## config.mk

```make
export PLATFORM = sky130hd
export DESIGN_NAME = rst_seq_ctrl
export DESIGN_NICKNAME = d
export VERILOG_FILES = /design/src/rtl/rst_seq_ctrl.sv
export SDC_FILE = /design/constraint.sdc
export NUM_CORES = 1
export LEC_CHECK = 0
export CORE_UTILIZATION = 51
export CTS_BUF_LIST = sky130_fd_sc_hd__clkbuf_8
export DETAILED_ROUTE_END_ITERATION = 12
export PLACE_DENSITY = 0.71
export SYNTH_ARGS = -nofsm -noshare
export SYNTH_HDL_FRONTEND = slang
export SYNTH_SLANG_ARGS = --single-unit
```

## constraint.sdc

```tcl
create_clock -name clk -period 3.59 [get_ports clk]
set_input_delay 0.8975 -clock clk [delete_from_list [all_inputs] [get_ports clk]]
set_output_delay 0.8975 -clock clk [all_outputs]
set_load 0.01 [all_outputs]
```

## src/rtl/rst_seq_ctrl.sv

```systemverilog
// Reset sequencer: synchronises rstn deassertion, then releases NUM_STAGES
// active-low resets in index order with STAGE_DLY cycles between releases.
module rst_seq_ctrl #(
    parameter int NUM_STAGES  = 4,
    parameter int SYNC_STAGES = 2,
    parameter int STAGE_DLY   = 16,
    parameter int SW_HOLD     = 8,
    parameter int CNT_W       = 8
) (
    input  logic                  clk,
    input  logic                  rstn,
    input  logic                  en,
    input  logic                  sw_rst_req,
    output logic [NUM_STAGES-1:0] stage_rstn,
    output logic                  seq_busy,
    output logic                  seq_done
);

    localparam logic [1:0] ST_RST    = 2'd0;
    localparam logic [1:0] ST_COUNT  = 2'd1;
    localparam logic [1:0] ST_SW_HLD = 2'd2;
    localparam logic [1:0] ST_DONE   = 2'd3;

    localparam int IDX_W = (NUM_STAGES > 1) ? $clog2(NUM_STAGES) : 1;

    localparam logic [CNT_W-1:0] DLY_LAST  = CNT_W'(STAGE_DLY - 1);
    localparam logic [CNT_W-1:0] HOLD_LAST = CNT_W'(SW_HOLD - 1);
    localparam logic [IDX_W-1:0] IDX_LAST  = IDX_W'(NUM_STAGES - 1);

    logic [SYNC_STAGES-1:0] sync_q;
    logic                   rst_sync;

    logic [1:0]            state_q, state_d;
    logic [CNT_W-1:0]      cnt_q, cnt_d;
    logic [IDX_W-1:0]      idx_q, idx_d;
    logic [NUM_STAGES-1:0] stg_q, stg_d;
    logic                  busy_q, busy_d;
    logic                  done_q, done_d;

    logic                  step;
    logic                  enter_hold;
    logic [CNT_W-1:0]      base;

    always_ff @(posedge clk or negedge rstn) begin
        if (!rstn) begin
            sync_q <= '0;
        end else begin
            sync_q <= {sync_q[SYNC_STAGES-2:0], 1'b1};
        end
    end

    assign rst_sync = sync_q[SYNC_STAGES-1];

    // Every edge that enters COUNT is also its first counting edge, so the
    // release arithmetic is shared through 'step' with a starting count 'base'.
    always_comb begin
        state_d    = state_q;
        cnt_d      = cnt_q;
        idx_d      = idx_q;
        stg_d      = stg_q;
        busy_d     = busy_q;
        done_d     = done_q;
        step       = 1'b0;
        enter_hold = 1'b0;
        base       = '0;

        case (state_q)
            ST_RST: begin
                if (rst_sync) begin
                    step   = 1'b1;
                    busy_d = 1'b1;
                end
            end
            ST_COUNT: begin
                if (sw_rst_req) begin
                    enter_hold = 1'b1;
                end else begin
                    step = 1'b1;
                    base = cnt_q;
                end
            end
            ST_SW_HLD: begin
                if (cnt_q == HOLD_LAST) begin
                    step = 1'b1;
                end else begin
                    cnt_d = cnt_q + CNT_W'(1);
                end
            end
            ST_DONE: begin
                if (sw_rst_req) begin
                    enter_hold = 1'b1;
                end
            end
            default: state_d = ST_RST;
        endcase

        if (enter_hold) begin
            state_d = ST_SW_HLD;
            stg_d   = '0;
            done_d  = 1'b0;
            busy_d  = 1'b1;
            cnt_d   = '0;
            idx_d   = '0;
        end

        if (step) begin
            state_d = ST_COUNT;
            cnt_d   = base;
            if (en) begin
                if (base == DLY_LAST) begin
                    stg_d[idx_q] = 1'b1;
                    cnt_d        = '0;
                    if (idx_q == IDX_LAST) begin
                        state_d = ST_DONE;
                        busy_d  = 1'b0;
                        done_d  = 1'b1;
                    end else begin
                        idx_d = idx_q + IDX_W'(1);
                    end
                end else begin
                    cnt_d = base + CNT_W'(1);
                end
            end
        end
    end

    always_ff @(posedge clk or negedge rstn) begin
        if (!rstn) begin
            state_q <= ST_RST;
            cnt_q   <= '0;
            idx_q   <= '0;
            stg_q   <= '0;
            busy_q  <= 1'b0;
            done_q  <= 1'b0;
        end else begin
            state_q <= state_d;
            cnt_q   <= cnt_d;
            idx_q   <= idx_d;
            stg_q   <= stg_d;
            busy_q  <= busy_d;
            done_q  <= done_d;
        end
    end

    assign stage_rstn = stg_q;
    assign seq_busy   = busy_q;
    assign seq_done   = done_q;

endmodule

```

== Yosys cells after proc, flatten, opt, wreduce, memory -nomap -nowiden ==
Cells that the tools add are included.
Word-level totals
  logic and storage cells: 68
  bits of input ports: 4
  output and inout port bits: 6
  register bits after elaboration: 20
Cells by class
  muxes and demuxes: 42
  equal/unequal tests: 7
  $add $sub $neg: 3
  bitwise operators: 1
  reductions and logical operators: 6
  $lt $le $gt $ge: 2
Operator list (count)
  $mux 8: 8
  $mux 2: 10
  $mux 1: 18
  $add 8x1->8 const B: 2
  $mux 4: 4
  $eq 8x3->1 const B: 1
  $eq 8x4->1 const B: 1
  $eq 2x2->1 const B: 3
  $or 4x4->4: 1
  $lt 2x3->1 const B: 1
  $ne 3x3->1 const B: 1
  $pmux 1 s3: 1
  $reduce_bool 3->1: 1
  $add 2x1->2 const B: 1
  $demux 1 s2: 1
  $eq 2x1->1 const B: 1
  $ge 2x1->1 const B: 1
  $logic_not 2->1: 1
  $reduce_and 2->1: 1
  $reduce_bool 2->1: 1
  $reduce_or 2->1: 1
  $logic_and 1x1->1: 1

== Longest topological paths before layout ==
  depth in word-level cells: 8
  gate-level depth with buffers: 9
  gate-level depth less buffers: 7

== Least setup slack after synthesis ==
No wires, ideal clock.
  kind: input-to-reg
  start point: input port sw_rst_req
  end point: register cnt_q[1]
  stages: 8
  data required time: 3463 ps
  buffers on the path: 1
  path slack: 923 ps
  data arrival time: 2540 ps
  path through: nor3b_1 -> clkbuf_1 -> and2_1 -> ha_1 -> nand4_1 -> or3_2 -> o211ai_1 -> a21oi_1
Between the ends
  word-level cells in the longest chain between the ends: 6
  elaborated cells on any way between the ends: 15
  classes of those cells: add/sub: 1; eq/ne: 2; mux: 10; reduce/logical: 2
RTL lines
  start, declared: line 13  | input logic sw_rst_req,
  $mux 8: line 75  | if (sw_rst_req) begin
  $mux 8: line 67  | case (state_q)
  $add 8x1->8 or $eq 8x4->1 (tied branches): line 121, 110
  $mux 8: line 110  | if (base == DLY_LAST) begin
  $mux 8: line 109  | if (en) begin
  $mux 8: line 106  | if (step) begin
  end signal, assigned: line 137  | cnt_q <= cnt_d;
  end, declared: line 34  | logic [CNT_W-1:0] cnt_q, cnt_d;
Parallel ways exist; a longest one is shown, timed or not.
A chain may end at the register's enable or synchronous reset.

== Worst setup path after layout ==
  start point: input port sw_rst_req
  end point: register busy_q (netlist: seq_busy)
Between the ends
  word-level cells in the longest chain between the ends: 7
  elaborated cells on any way between the ends: 12
  classes of those cells: eq/ne: 1; mux: 11
RTL lines
  $mux 1: line 75, 90
  $mux 1
  $mux 1: line 97  | if (enter_hold) begin
  $mux 1: line 113  | if (idx_q == IDX_LAST) begin
  $mux 1: line 110
  $mux 1: line 109
  $mux 1 (*): line 106
  via busy_d: line 37  | logic busy_q, busy_d;
  end signal, assigned: line 140  | busy_q <= busy_d;
  end, declared: line 37
Mark *: on every way through the listed nets, which the timed path passes. The rest lies on a longest branch.

==> metrics <==
status=complete, no violations; Worst Setup End Kind=flip-flop; Setup TNS Final=0 ps; sequential standard cell area=500 um^2; via count=1110; worst hold path endpoint=sync_q[1]; initial antenna violation count=0; Die Height=52.0 um; post-synth top area share=39.2%; Slew HR=40.5%; HP Class=flip-flop to flip-flop; layout cells sized above 1=8.84%; startpoint class of the critical path=input port; row count=17; postcts setup bufs=0; first-pass GRT wire length=4690 um; Highest Clock Rate=339 MHz; Initial Util=56.1%; DRT iter0 DRCs=58; total grt overflow=0; first-pass detailed-route iteration total=4; R2R Path Start=state_q[1]; fin. max-slew vios=0; CTS tree=done; pwr dens=558 nW/um^2; Reg2Reg Depth=8; # setup viols final=0; I/O Buffers=9; Syn Std Cell Area=1280 um^2; die width=52.0 um; Fill cells=180; DRC viols=0; worst path arrival time=3110 ps; unrepaired setup endpoints after global routing=no; synthesized netlist cell count=140; Primary FF master, synth=dfrtp_1; CP Max Fanout=11; synth warn=0; hpwl dp=1890 um; Leakage=0.604 nW; Post-synth EDFFs=0; H-tree levels=1; clock sink total=20; io pins=10; Hold Startpoint=sync_q[0]; R2R Path End=seq_busy; number of hold buffers added after CTS=0; Root Buffer=clkbuf_8; NumNets Final=158; Via density=6.34; maxcap violations=0; WL final=2720 um; R2R Setup Slk=1130 ps; largest net degree at the start of global routing=21; average wire per standard cell=15.5 um; Final Cycle Share=82.2%; Fin Clk Skew=3.47 ps; Post-Syn Nets=150; antenna cells=0; total power=0.000808 W; commonest non-fill, non-tap cell in the layout=dfrtp_1; CP Class=input port to flip-flop; synthesis-to-finish area growth=13.5%; Worst IR Drop VDD=0.000309 V; Placeable Area=2280 um^2; library cells used by synthesis=43; hold depth=0; synth top area cells=dfrtp_1 39%, ha_1 5.9%, nand2_1 5.6%; Worst-path clk slew=80 ps; asr flop ratio synth=100%; final hold violations=0; clk buf depth=2; Seq cells post-synth=20; GPL Wtd Cong=0.923; crit path time final=2950 ps; worst skew pair latency=260 ps; post-synthesis sequential area ratio=39.2%; cts bufs inserted=3; largest area contributor in the netlist=dfrtp_1; die area=2710 um^2; Least-Margin Pin Slew=889 ps; multi-input gate area in the final layout=722 um^2; post-CTS sizing=0; Antenna Nets Post-Route=0; most frequent cells in the layout=20 x dfrtp_1, 19 x nand2_1, 9 x a21oi_1, 9 x clkdlybuf4s50_1; Syn Area/Cell=9.12 um^2; vias in the first global route=1078; Tot GR Track Use=23.8%; required time worst endpoint=3750 ps
==> per-stage QoR <==
| stage | utilization, % | hold WS (ps) | worst slack, ps | cells | cell area [um^2] |
|---|---|---|---|---|---|
| final | 63.7 | 352 | 639 | 175 | 1450 |
| after global routing | 63.7 | 365 | 365 | 175 | 1450 |
| after CTS | 63.7 | 355 | 630 | 175 | 1450 |
| after detailed placement | 60.5 | 336 | 368 | 171 | 1380 |
| after global placement | 60.5 | 333 | 470 | 171 | 1380 |
| after floorplan | - | 331 | 923 | 140 | 1280 |
==> routing by layer <==
layer  wire (um)  share of wire (%)  vias to the layer above  GRT usage, %
met5           0                  0                        -             0
met4          46                1.7                        0          9.46
met3         174                6.4                        7          4.97
met2        1240                 45                       49          37.4
met1        1260                 46                      525          31.6
li1            -                  -                      529             -
==> critical path: stages <==
cell and delay [ps]:
clkdlybuf4s50_1 430, nor3b_1 190, buf_4 200, and2_1 140
ha_1 180, nand4_1 290, nor3_1 450, nand2_1 170
and2_1 160
==> cell type report <==
type                            instances  share of cell area, %
Tap cell                               28                   2.42
Multi-Input combinational cell        108                   49.8
Sequential cell                        20                   34.5
Inverter                                4                   1.04
Clock inverter                          1                   2.07
Timing Repair Buffer                   11                   7.25
Clock buffer                            3                   2.85
==> synth_stat cells, types with 3 or more instances <==
cell type,instances
a21oi_1,9
a22o_1,3
and2_1,4
clkbuf_1,5
dfrtp_1,20
ha_1,6
inv_1,4
mux2i_1,4
nand2_1,19
nand2b_1,4
nand3_1,4
nor2_1,7
nor3_1,5
o211ai_1,3
o21ai_0,7
o31ai_1,3
==> sequential cells by signal, indices dropped and copies added, names as in the netlist <==
name,cells
cnt_q,8
idx_q,2
seq_busy,1
seq_done,1
stage_rstn,4
state_q,2
sync_q,2
==> power by group <==
part / leakage (nW) / switching (W) / total, W / internal [W]
clock network: 0.0357 / 0.0000781 / 0.000227 / 0.000149
registers: 0.263 / 0.0000627 / 0.000315 / 0.000252
logic: 0.306 / 0.000148 / 0.000266 / 0.000118
==> worst max-delay path by stage <==
stage,to,start,slack (ps),cells past startpoint
6_report,seq_busy,sw_rst_req,640,9
3_5_place_dp,seq_busy,sw_rst_req,370,9
4_1_cts,seq_busy,sw_rst_req,630,9
5_1_grt,seq_busy,sw_rst_req,360,9
3_3_place_gp,seq_busy,sw_rst_req,470,9
2_1_floorplan,cnt_q[1],sw_rst_req,920,8
==> cells by family after synthesis <==
family,synth area share [%]
flip-flops,39.2
buffers and inverters,4.21
adder cells (fa/ha/maj),5.88
AO/OA/AOI/OAI,24.2
multiplexers,3.14
AND/OR/NAND/NOR,23.0
other,0.294
Power figures use the tool's default switching activity.
